===== src/rtl/mul_div_unit.sv =====
// mul_div_unit: iterative MULT/MULTU/DIV/DIVU unit for the EX stage, results held in HI/LO.
// Ports: clk, reset, Start, Op, A, B, Cancel, HiLoWrite, HiLoSel, WData -> Busy, Done, HI, LO.
// Optional: define MDU_FAST_ZERO_EN to send zero multiplies and divide-by-zero straight to FIX.
module mul_div_unit #(
    parameter int WIDTH = 32
) (
    input  logic             clk,
    input  logic             reset,
    input  logic             Start,
    input  logic [1:0]       Op,
    input  logic [WIDTH-1:0] A,
    input  logic [WIDTH-1:0] B,
    input  logic             Cancel,
    input  logic             HiLoWrite,
    input  logic             HiLoSel,
    input  logic [WIDTH-1:0] WData,
    output logic             Busy,
    output logic             Done,
    output logic [WIDTH-1:0] HI,
    output logic [WIDTH-1:0] LO
);
    localparam int CW = (WIDTH > 1) ? $clog2(WIDTH) : 1;

    typedef enum logic [1:0] {IDLE, RUN, FIX} state_t;

    state_t state, state_n;

    logic [CW-1:0]    cnt;
    logic [WIDTH-1:0] hreg;
    logic [WIDTH-1:0] lreg;
    logic [WIDTH-1:0] opnd;
    logic             is_div;
    logic             neg_q;
    logic             neg_r;

    logic             op_div;
    logic             op_sgn;
    logic             sa;
    logic             sb;
    logic [WIDTH-1:0] mag_a;
    logic [WIDTH-1:0] mag_b;
    logic             launch;
    logic             last;
    logic             fast;

    assign op_div = Op[1];
    assign op_sgn = ~Op[0];
    assign sa     = op_sgn & A[WIDTH-1];
    assign sb     = op_sgn & B[WIDTH-1];
    assign mag_a  = sa ? -A : A;
    assign mag_b  = sb ? -B : B;
    assign launch = (state == IDLE) && Start && !Cancel;
    assign last   = (cnt == CW'(WIDTH - 1));
    assign Busy   = (state != IDLE);

`ifdef MDU_FAST_ZERO_EN
    assign fast = op_div ? (B == '0) : ((A == '0) || (B == '0));
`else
    assign fast = 1'b0;
`endif

    // Multiply step: hreg accumulates, lreg holds the multiplier and
    // collects product low bits as the pair shifts right.
    logic [WIDTH:0]   mul_sum;
    logic [WIDTH-1:0] mul_hi;
    logic [WIDTH-1:0] mul_lo;

    assign mul_sum = {1'b0, hreg} + (lreg[0] ? {1'b0, opnd} : '0);
    assign mul_hi  = mul_sum[WIDTH:1];
    assign mul_lo  = {mul_sum[0], lreg[WIDTH-1:1]};

    // Divide step: hreg is the partial remainder, lreg shifts the
    // dividend out and quotient bits in. hreg < opnd holds throughout,
    // so the W-bit difference is exact whenever the subtract is taken.
    logic [WIDTH:0]   div_sh;
    logic             div_ok;
    logic [WIDTH-1:0] div_rem;

    assign div_sh  = {hreg, lreg[WIDTH-1]};
    assign div_ok  = (div_sh >= {1'b0, opnd});
    assign div_rem = div_sh[WIDTH-1:0] - opnd;

    // Sign correction applied in FIX.
    logic [2*WIDTH-1:0] prod_fix;
    logic [WIDTH-1:0]   quo_fix;
    logic [WIDTH-1:0]   rem_fix;
    logic               dz;
    logic [WIDTH-1:0]   fix_hi;
    logic [WIDTH-1:0]   fix_lo;

    assign dz       = (opnd == '0);
    assign prod_fix = neg_q ? -{hreg, lreg} : {hreg, lreg};
    assign quo_fix  = dz ? '1 : (neg_q ? -lreg : lreg);
    assign rem_fix  = neg_r ? -hreg : hreg;
    assign fix_hi   = is_div ? rem_fix : prod_fix[2*WIDTH-1:WIDTH];
    assign fix_lo   = is_div ? quo_fix : prod_fix[WIDTH-1:0];

    always_ff @(posedge clk) begin
        if (reset) state <= IDLE;
        else       state <= state_n;
    end

    always_comb begin
        state_n = state;
        unique case (state)
            IDLE: if (launch) state_n = fast ? FIX : RUN;
            RUN: begin
                if (Cancel)    state_n = IDLE;
                else if (last) state_n = FIX;
            end
            FIX:     state_n = IDLE;
            default: state_n = IDLE;
        endcase
    end

    always_ff @(posedge clk) begin
        if (reset) begin
            cnt    <= '0;
            hreg   <= '0;
            lreg   <= '0;
            opnd   <= '0;
            is_div <= 1'b0;
            neg_q  <= 1'b0;
            neg_r  <= 1'b0;
        end else if (launch) begin
            cnt    <= '0;
            is_div <= op_div;
            neg_q  <= sa ^ sb;
            neg_r  <= sa;
            hreg   <= '0;
            lreg   <= op_div ? mag_a : mag_b;
            opnd   <= op_div ? mag_b : mag_a;
            // Short path: preload what the full loop would have left.
            if (fast) begin
                hreg <= op_div ? mag_a : '0;
                lreg <= '0;
            end
        end else if (state == RUN && !Cancel) begin
            cnt <= cnt + CW'(1);
            if (is_div) begin
                hreg <= div_ok ? div_rem : div_sh[WIDTH-1:0];
                lreg <= {lreg[WIDTH-2:0], div_ok};
            end else begin
                hreg <= mul_hi;
                lreg <= mul_lo;
            end
        end
    end

    always_ff @(posedge clk) begin
        if (reset) begin
            HI   <= '0;
            LO   <= '0;
            Done <= 1'b0;
        end else begin
            Done <= 1'b0;
            if (state == FIX && !Cancel) begin
                HI   <= fix_hi;
                LO   <= fix_lo;
                Done <= 1'b1;
            end else if (state == IDLE && HiLoWrite) begin
                if (HiLoSel) HI <= WData;
                else         LO <= WData;
            end
        end
    end

endmodule


===== config.mk =====
export PLATFORM = sky130hd
export DESIGN_NAME = mul_div_unit
export DESIGN_NICKNAME = d
export VERILOG_FILES = /design/src/rtl/mul_div_unit.sv
export SDC_FILE = /design/constraint.sdc
export NUM_CORES = 1
export LEC_CHECK = 0
export CELL_PAD_IN_SITES_DETAIL_PLACEMENT = 0
export CELL_PAD_IN_SITES_GLOBAL_PLACEMENT = 1
export CORE_UTILIZATION = 46
export CTS_CLUSTER_SIZE = 40
export DETAILED_ROUTE_END_ITERATION = 10
export MAX_ROUTING_LAYER = met4
export PLACE_DENSITY_LB_ADDON = 0.1
export SETUP_SLACK_MARGIN = 0.15
export SYNTH_ARGS = -nofsm -noshare
export SYNTH_HDL_FRONTEND = slang
export SYNTH_SLANG_ARGS = --single-unit

===== constraint.sdc =====
create_clock -name clk -period 5.2 [get_ports clk]
set_input_delay 1.56 -clock clk [delete_from_list [all_inputs] [get_ports clk]]
set_output_delay 1.56 -clock clk [all_outputs]
set_load 0.005 [all_outputs]

==> results.yml, run 1 <==
run_status:
  status: "finished clean"
drt:
  wl_per_cell_um: 22.78
  drt-total-wl_um: 56180
  first_pass_iters: 5
  drcViolationCount: 0
  vias_per_cell: 6.215
  drt.antenna.violating_nets: 0
  vias: 15330
  drtIter0Drc: 1373
die:
  start_util: 0.4679
  num_rows: 65
  die-width_um: 181.4
  die_area_mm2: 0.03290
  die_y_um: 181.4
  coreArea_mm2: 0.03164
  io-pin-count: 170
clocking:
  htreeDepth: 4
  postCtsSetupBuffers: 0
  clkTransAtPathRegs_ns: 0.08
  cts_tree: "built"
  postCtsHoldBufs: 0
  clock_path_buffers: 2
  clkSinkCount: 171
  clock_latency_ns: 0.47
  cts_made_buffers: 17
  root_buffer: "clkbuf_16"
  cts.repair.resized: 0
power_and_ir_drop:
  intPower_mw: 2.608
  seqPwrFrac: 0.356
  combPwrFrac: 0.319
  power.clock.fraction: 0.325
  vdd_drop_max_mv: 0.2628
  total_power_mw: 4.135
  power_density_mw_per_mm2: 238.4
  switching_share: 0.3694
  power.switching_mw: 1.527
  p_leak_nw: 6.635
min_path:
  hold_path.class: "reg2reg"
  min-delay-start: "cnt[4]"
  min_path_cells: 2
  holdPathEnd: "cnt[4]"
final_layout:
  syn_to_final_growth_pct: 17.14
  finalNetCount: 2228
  drive_gt1_frac: 0.05329
  diodes: 0
logic_synthesis:
  ys_seq_area_frac: 0.2313
  ys_types: 82
  synth_compound_area_frac: 0.2783
  synthAdderAreaFrac: 0.06187
  ys_ff_latch: 171
  synth_top_area_cell: "dfxtp_1"
  synth_top_family_by_area: "compound AO/OA/AOI/OAI gates"
  muxShareOfSynthArea: 0.07793
  synth.area.top_cells: "dfxtp_1, a21oi_1, mux2i_1"
  synth_edf_count: 0
  synth-simple-area-share: 0.1935
  synth_ff_type: "dfxtp_1"
  syn-num-nets: 2150
  syn_area_per_cell_um2: 7.499
  async_flop_share: 0
  synth_xor_xnor_area_share: 0.1053
  synthesis.instances: 1974
  netlist_top_cells_count: "a21oi_1, nor2_1, nand2_1"
  netlist_area_mm2: 0.01480
  yosys.area.top_type_share: 0.2313
  yosysMostFrequentCell: "a21oi_1"
  yosysWarnings: 0
sta:
  period_share: 0.8313
  max_freq_ghz: 0.2313
  skew_ns: 0.02206
  slew_headroom: 0.2802
  rsz0062_at_grt: "no"
  slew_violations: 0
  worst_pin_slew_ns: 1.080
  finalSetupTns_ns: 0
  finalSetupViolCount: 0
  layout_min_cycle_time_ns: 4.323
  finalHoldViolCount: 0
  worst_hold_slack_ns: 0.4636
placed_design:
  port_buffers: 169
  dp_hpwl_um: 43220
  gp_congestion: 0.9664
setup_path:
  path_class: "reg2reg"
  slowest_stage: "a221oi_1"
  reg2reg_depth: 12
  r2r_slack_ns: 0.88
  crit_path_cell_trace: "inv_1 -> nor2_1 -> fa_1 -> a21o_1 -> a221oi_1 -> a221oi_1 -> a31o_2 -> a31o_2 -> a311oi_2 -> nor3_1 -> a2111oi_0 -> o21ai_0"
  crit_fanout: 13
  cp.arrival_ns: 4.65
  setup.worst_path.start_class: "flip-flop"
  r2r_end: "hreg[31]"
  r2r-start: "lreg[0]"
  max_stage_delay_ns: 0.58
  required_ns: 5.53
  cp-end-kind: "flip-flop"
global_routing:
  antenna_found_initial: 1
  grtUsageTotal: 0.3483
  grt_pass1_vias: 14320
  grt_pass1_wl_um: 85570
  overflow: 0
  grt_start_max_net_pins: 87
run:
  drv_cap: 0
-- cell usage in the layout, fill, tap and decap left out, types with 12 or more instances in the layout --
master,instances
clkbuf_16,17
o21ai_0,108
o211ai_1,70
nand2_1,177
dfxtp_1,170
nand2b_1,17
o22ai_1,12
or4_1,14
a221oi_1,37
nor2b_1,12
nor4_1,24
o31ai_1,27
nand3_1,20
a211oi_1,36
nand4_1,14
xor2_1,85
a21o_1,36
nor2_1,191
mux2i_1,104
buf_4,28
inv_1,63
clkdlybuf4s50_1,167
nor3_1,44
xnor2_1,93
or3_1,16
ha_1,70
a31oi_1,21
and2_1,13
a21oi_1,214
-- cells by family (layout without fill, tap and decap cells) --
logic type               Yosys count  count (layout)
XOR/XNOR                         178             178
adder cells (fa/ha/maj)           72              72
multiplexers                     114             114
AO/OA/AOI/OAI                    642             642
flip-flops                       171             171
buffers and inverters            203             293
AND/OR/NAND/NOR                  594             594
-- per-stage QoR --
stage	setup WS (ns)	cells	cell area, um^2	utilization
after global placement	0.4990	2435	16730	0.5290
after global routing	0.5458	2466	17340	0.5481
after floorplan	1.298	1974	14800	-
final	0.8774	2466	17340	0.5481
after detailed placement	0.4827	2435	16730	0.5290
after CTS	0.9467	2466	17340	0.5481
-- power groups by stage --
stage / registers, mW / logic [mW] / clock network (mW)
after floorplan: 1.45 / 0.876 / 0
after global placement: 1.50 / 1.30 / 0
after detailed placement: 1.50 / 1.30 / 0
after CTS: 1.47 / 1.30 / 1.35
after global routing: 1.48 / 1.43 / 1.41
final: 1.47 / 1.32 / 1.34
-- state kept, by name, summed over array words and instances, names as in the netlist --
name / cells
Done: 1
HI: 32
LO: 32
cnt: 5
hreg: 32
is_div: 1
lreg: 32
neg_q: 1
neg_r: 1
opnd: 32
state: 2
-- worst max-delay path by stage --
stage | start | to | slack [ns] | cells past startpoint
3_3_place_gp | B[8] | opnd[29] | 0.50 | 9
5_1_grt | lreg[0] | hreg[30] | 0.55 | 13
4_1_cts | lreg[0] | hreg[31] | 0.95 | 12
2_1_floorplan | B[10] | opnd[26] | 1.30 | 8
6_report | lreg[0] | hreg[31] | 0.88 | 12
3_5_place_dp | B[8] | opnd[29] | 0.48 | 9
-- routing by layer --
layer | vias to the layer above | share of wire | global-route usage
met5 | - | 0 | -
met3 | 92 | 0.062 | 0.04573
met1 | 7240 | 0.44 | 0.4480
met4 | 0 | 0.032 | 0.1227
met2 | 599 | 0.47 | 0.5592
li1 | 7394 | - | -
-- cell type report --
type | count | area [um^2]
Fill cell | 3066 | 14300
Multi-Input combinational cell | 1600 | 10640
Sequential cell | 171 | 3427
Timing Repair Buffer | 198 | 1927
Tap cell | 402 | 503.0
Clock buffer | 17 | 425.4
Inverter | 64 | 240.2
Clock inverter | 14 | 180.2
-- critical path: cells and delay by family (launching register included) --
| kind | cells | cell delay (ns) |
|---|---|---|
| compound gates | 8 | 2.56 |
| fa+ha+maj | 1 | 0.48 |
| buf+inv | 1 | 0.47 |
| flops | 1 | 0.38 |
| simple gates | 2 | 0.29 |
No activity file was read; power rests on OpenSTA's default activity.
==> run 2: changes to the inputs <==
Settings changed: CORE_UTILIZATION 46 to 38.
Clock period 5.2 ns to 3.8 ns, I/O delays scaled along.
==> run 2 against run 1 <==
Via count grew 4.0%. Sequential share of layout area shrank 1.5 points. Setup slack worse by 0.63 ns. Critical endpoint is now opnd[28]. Largest power group is now combinational logic.
==> results.yml, run 2 (synthesis results as in run 1) <==
clocking:
  cts_tree: "built"
  clock_path_buffers: 2
  cts_made_buffers: 17
  root_buffer: "clkbuf_16"
  clock_latency_ns: 0.46
  postCtsSetupBuffers: 0
  postCtsHoldBufs: 0
  clkTransAtPathRegs_ns: 0.08
  htreeDepth: 4
  cts.repair.resized: 1
  clkSinkCount: 171
run_status:
  status: "finished clean"
sta:
  max_freq_ghz: 0.2812
  slew_headroom: 0.4036
  layout_setup_ws_ns: 0.2442
  finalSetupTns_ns: 0
  finalSetupViolCount: 0
  rsz0062_at_grt: "yes"
  worst_pin_slew_ns: 0.8933
  worst_hold_slack_ns: 0.4629
  slew_violations: 0
  finalHoldViolCount: 0
  skew_ns: 0.01388
  period_share: 0.9357
  layout_min_cycle_time_ns: 3.556
power_and_ir_drop:
  combPwrFrac: 0.344
  power_density_mw_per_mm2: 313.0
  power.clock.fraction: 0.319
  power.switching_mw: 2.153
  intPower_mw: 3.724
  switching_share: 0.3663
  seqPwrFrac: 0.337
  p_leak_nw: 7.483
  vdd_drop_max_mv: 0.3568
die:
  die-width_um: 199.4
  die_y_um: 199.4
  io-pin-count: 170
  coreArea_mm2: 0.03802
  num_rows: 71
  die_area_mm2: 0.03975
  start_util: 0.3893
setup_path:
  required_ns: 4.14
  path_class: "in2reg"
  r2r_slack_ns: 0.30
  r2r-start: "lreg[0]"
  crit_start: "B[10]"
  setup.worst_path.start_class: "input pin"
  crit_fanout: 3
  cp-end-kind: "flip-flop"
  reg2reg_depth: 15
  cp.arrival_ns: 3.90
  crit_end: "opnd[28]"
  r2r_end: "hreg[20]"
drt:
  vias: 15940
  drcViolationCount: 0
  drt-total-wl_um: 60050
  drt.antenna.violating_nets: 0
  drtIter0Drc: 1125
  wl_per_cell_um: 21.95
  first_pass_iters: 5
  vias_per_cell: 5.827
global_routing:
  grt_pass1_wl_um: 89380
  grt_pass1_vias: 14790
  grtUsageTotal: 0.3074
  overflow: 0
  antenna_found_initial: 0
  grt_start_max_net_pins: 74
final_layout:
  diodes: 0
  finalNetCount: 2388
  drive_gt1_frac: 0.1254
  utilization: 0.4937
  multi_input_area_mm2: 0.01070
  final_common_cell: "a21oi_1"
  mostFrequentLayoutCells: "a21oi_1, nor2_1, buf_4, nand2_1, dfxtp_1"
  regArea_mm2: 0.003428
  syn_to_final_growth_pct: 26.82
  fillers: 3928
run:
  drv_cap: 0
min_path:
  hold_path.class: "reg2reg"
  min_path_cells: 2
placed_design:
  gp_congestion: 0.9382
  place_ws_ns: -0.2821
  dp_hpwl_um: 47900
  port_buffers: 169
## run 2: changes by cell type in the layout (fill, tap and decap cells not counted), moves of 3 or more
cell	change
buf_4	+159
inv_6	-4
inv_8	+4
o21ai_0	-3
o21ai_1	+3
## run 2: worst min-delay path by stage
stage | startpoint | endpoint | slack [ns]
CTS | opnd[9] | opnd[9] | 0.46
floorplan | opnd[10] | opnd[10] | 0.43
detailed placement | opnd[9] | opnd[9] | 0.45
global placement | opnd[9] | opnd[9] | 0.44
global route | opnd[9] | opnd[9] | 0.48
finish | opnd[9] | opnd[9] | 0.46
## run 2: per-layer routing
layer	up-vias	track usage	part of all wire
li1	7703	-	-
met1	7697	0.4045	0.45
met2	476	0.4944	0.47
met3	67	0.03055	0.053
met4	0	0.09669	0.025
met5	-	-	0
## run 2: power groups by stage
stage | Clock [mW] | Combinational (mW) | Sequential, mW
finish | 1.87 | 2.02 | 1.98
global route | 1.97 | 2.19 | 1.99
CTS | 1.91 | 2.01 | 1.98
detailed placement | 0 | 2.00 | 2.02
global placement | 0 | 2.00 | 2.02
floorplan | 0 | 1.20 | 1.99
## run 2: area by class of cell
cell class,instances,share of cell area
clock inverters,13,0.009464
repair buffers,358,0.1673
well taps,511,0.03406
inverters,64,0.01280
multi-input cells,1600,0.5702
flip-flops and latches,171,0.1826
clock buffers,19,0.02359
## run 2: through the flow
step	cell area, um^2	power [mW]	cells
after floorplan	14800	3.184	1974
after global placement	18080	4.014	2704
after detailed placement	18080	4.018	2704
after CTS	18710	5.893	2736
after global routing	18770	6.148	2736
final	18770	5.877	2736
## run 2: worst max-delay path, cell delays in order
cell and delay (ns):
clkdlybuf4s50_1 0.42, or4_4 0.55, or4_4 0.47, or3_1 0.39, nor2_4 0.16, nand2_1 0.12, o31ai_2 0.28, xnor2_1 0.11
o21ai_0 0.16, o31ai_1 0.10
==> run 3: changes to the inputs <==
Settings changed: SETUP_SLACK_MARGIN 0.15 to 0.1.
==> run 3 against run 2 <==
Clock-buffer cell count unchanged. Clock power about the same. Hold slack worse by 0.0021 ns. Flip-flop and latch count stayed put. Via count fell by 0.51%. Cell area decreased by 0.12%. Setup slack worse by 0.021 ns. Global-route usage stayed put. Largest cell class unchanged. Highest routed layer unchanged.
==> results.yml, run 3 (synthesis results as in run 1) <==
setup_path:
  max_stage_delay_ns: 0.55
  path_class: "in2reg"
  path_buf_inv: 1
  path_common_cell: "or4_4"
  r2r_end: "hreg[31]"
  r2r_slack_ns: 0.32
  cp.arrival_ns: 3.92
  crit_cells: 10
  crit_fanout: 3
  crit_family: "simple AND/OR/NAND/NOR gates"
  setup.worst_path.start_class: "input pin"
  required_ns: 4.14
  crit_path_cell_trace: "clkdlybuf4s50_1 -> or4_4 -> or4_4 -> or3_1 -> nor2_2 -> nand2_1 -> o31ai_2 -> xnor2_1 -> o21ai_0 -> o31ai_1"
  reg2reg_depth: 13
  r2r-start: "lreg[0]"
  cp-end-kind: "flip-flop"
  slowest_stage: "or4_4"
clocking:
  htreeDepth: 4
  clock_latency_ns: 0.46
  cts_made_buffers: 17
  postCtsSetupBuffers: 0
  clkSinkCount: 171
  clkTransAtPathRegs_ns: 0.08
  clock_path_buffers: 2
  root_buffer: "clkbuf_16"
  cts_tree: "built"
global_routing:
  grt_pass1_vias: 14790
  grt_start_max_net_pins: 74
  grtUsageTotal: 0.3074
  overflow: 0
  antenna_found_initial: 0
  grt_pass1_wl_um: 89380
power_and_ir_drop:
  p_leak_nw: 7.451
  power_density_mw_per_mm2: 313.5
  vdd_drop_max_mv: 0.3536
  total_power_mw: 5.878
placed_design:
  gp_congestion: 0.9382
  dp_hpwl_um: 47900
  post_dp_cell_area_mm2: 0.01808
  port_buffers: 169
die:
  num_rows: 71
  io-pin-count: 170
  coreArea_mm2: 0.03802
  die-width_um: 199.4
  start_util: 0.3893
  die_y_um: 199.4
  die_area_mm2: 0.03975
min_path:
  min_path_cells: 2
  hold_path.class: "reg2reg"
  min-delay-start: "opnd[8]"
  holdPathEnd: "opnd[8]"
sta:
  slew_headroom: 0.4005
  worst_pin_slew_ns: 0.8979
  slew_violations: 0
  period_share: 0.9414
  layout_min_cycle_time_ns: 3.577
  skew_ns: 0.01593
  max_freq_ghz: 0.2796
  finalHoldViolCount: 0
  rsz0062_at_grt: "yes"
  finalSetupViolCount: 0
final_layout:
  final_common_cell: "a21oi_1"
  finalNetCount: 2388
  diodes: 0
  fillers: 3927
  drive_gt1_frac: 0.1249
  fin_area_mm2: 0.01875
  mostFrequentLayoutCells: "a21oi_1, nor2_1, buf_4, nand2_1, dfxtp_1"
  syn_to_final_growth_pct: 26.67
drt:
  drcViolationCount: 0
  vias: 15860
  drt.antenna.violating_nets: 0
  drt-total-wl_um: 59960
  drtIter0Drc: 1025
  vias_per_cell: 5.798
  first_pass_iters: 5
  wl_per_cell_um: 21.92
run_status:
  status: "finished clean"
run:
  drv_cap: 0
-- run 3: how the worst max path moves through the flow --
stage	start	end
after CTS	lreg[0]	hreg[31]
after global routing	lreg[0]	hreg[31]
after global placement	B[10]	opnd[28]
final	B[10]	opnd[30]
after detailed placement	B[10]	opnd[30]
after floorplan	B[10]	opnd[26]
-- run 3: power breakdown --
group	leakage [nW]	internal (mW)	switching [mW]
registers	1.40	1.88	0.0967
logic	5.75	0.874	1.15
clock network	0.302	0.968	0.910
total	7.45	3.72	2.15
-- run 3: final cells by class --
cell class	count	area, um^2	share of cell area
Clock inverter	13	177.7	0.009475
Tap cell	511	639.4	0.03410
Inverter	64	240.2	0.01281
Multi-Input combinational cell	1600	10680	0.5697
Sequential cell	171	3427	0.1828
Clock buffer	19	442.9	0.02362
Timing Repair Buffer	358	3141	0.1675
-- run 3: timing repair --
action / in CTS / in global routing
resized for setup: 1 / 9
endpoints found under the setup margin: 2 / 11
pin swaps: 0 / 0
hold endpoints to repair: 0 / 0
hold buffers: 0 / 0
-- run 3: worst register-to-register path, delay by kind of cell (launching register included) --
family                   cells  cell delay (ns)
adder cells (fa/ha/maj)      2             0.63
AO/OA/AOI/OAI                8             1.93
AND/OR/NAND/NOR              2             0.30
buffers and inverters        1             0.18
flip-flops                   1             0.34
-- run 3: metal layers --
layer  routed length [um]  GRT usage  up-vias
li1                     -          -     7716
met1                27030     0.4045     7603
met2                28140     0.4944      478
met3                 3354    0.03055       65
met4                 1434    0.09669        0
met5                    0          -        -
-- run 3: metrics by stage --
stage	hold WS [ns]	setup WS, ns	TNS (ns)	util	std cells
after floorplan	0.4319	0.3183	0	-	1974
final	0.4608	0.2228	0	0.4932	2736
after global routing	0.4816	0.008319	0	0.4932	2736
after detailed placement	0.4482	-0.2821	-3.697	0.4756	2704
after global placement	0.4436	-0.2843	-3.340	0.4756	2704
after CTS	0.4587	0.1738	0	0.4920	2736
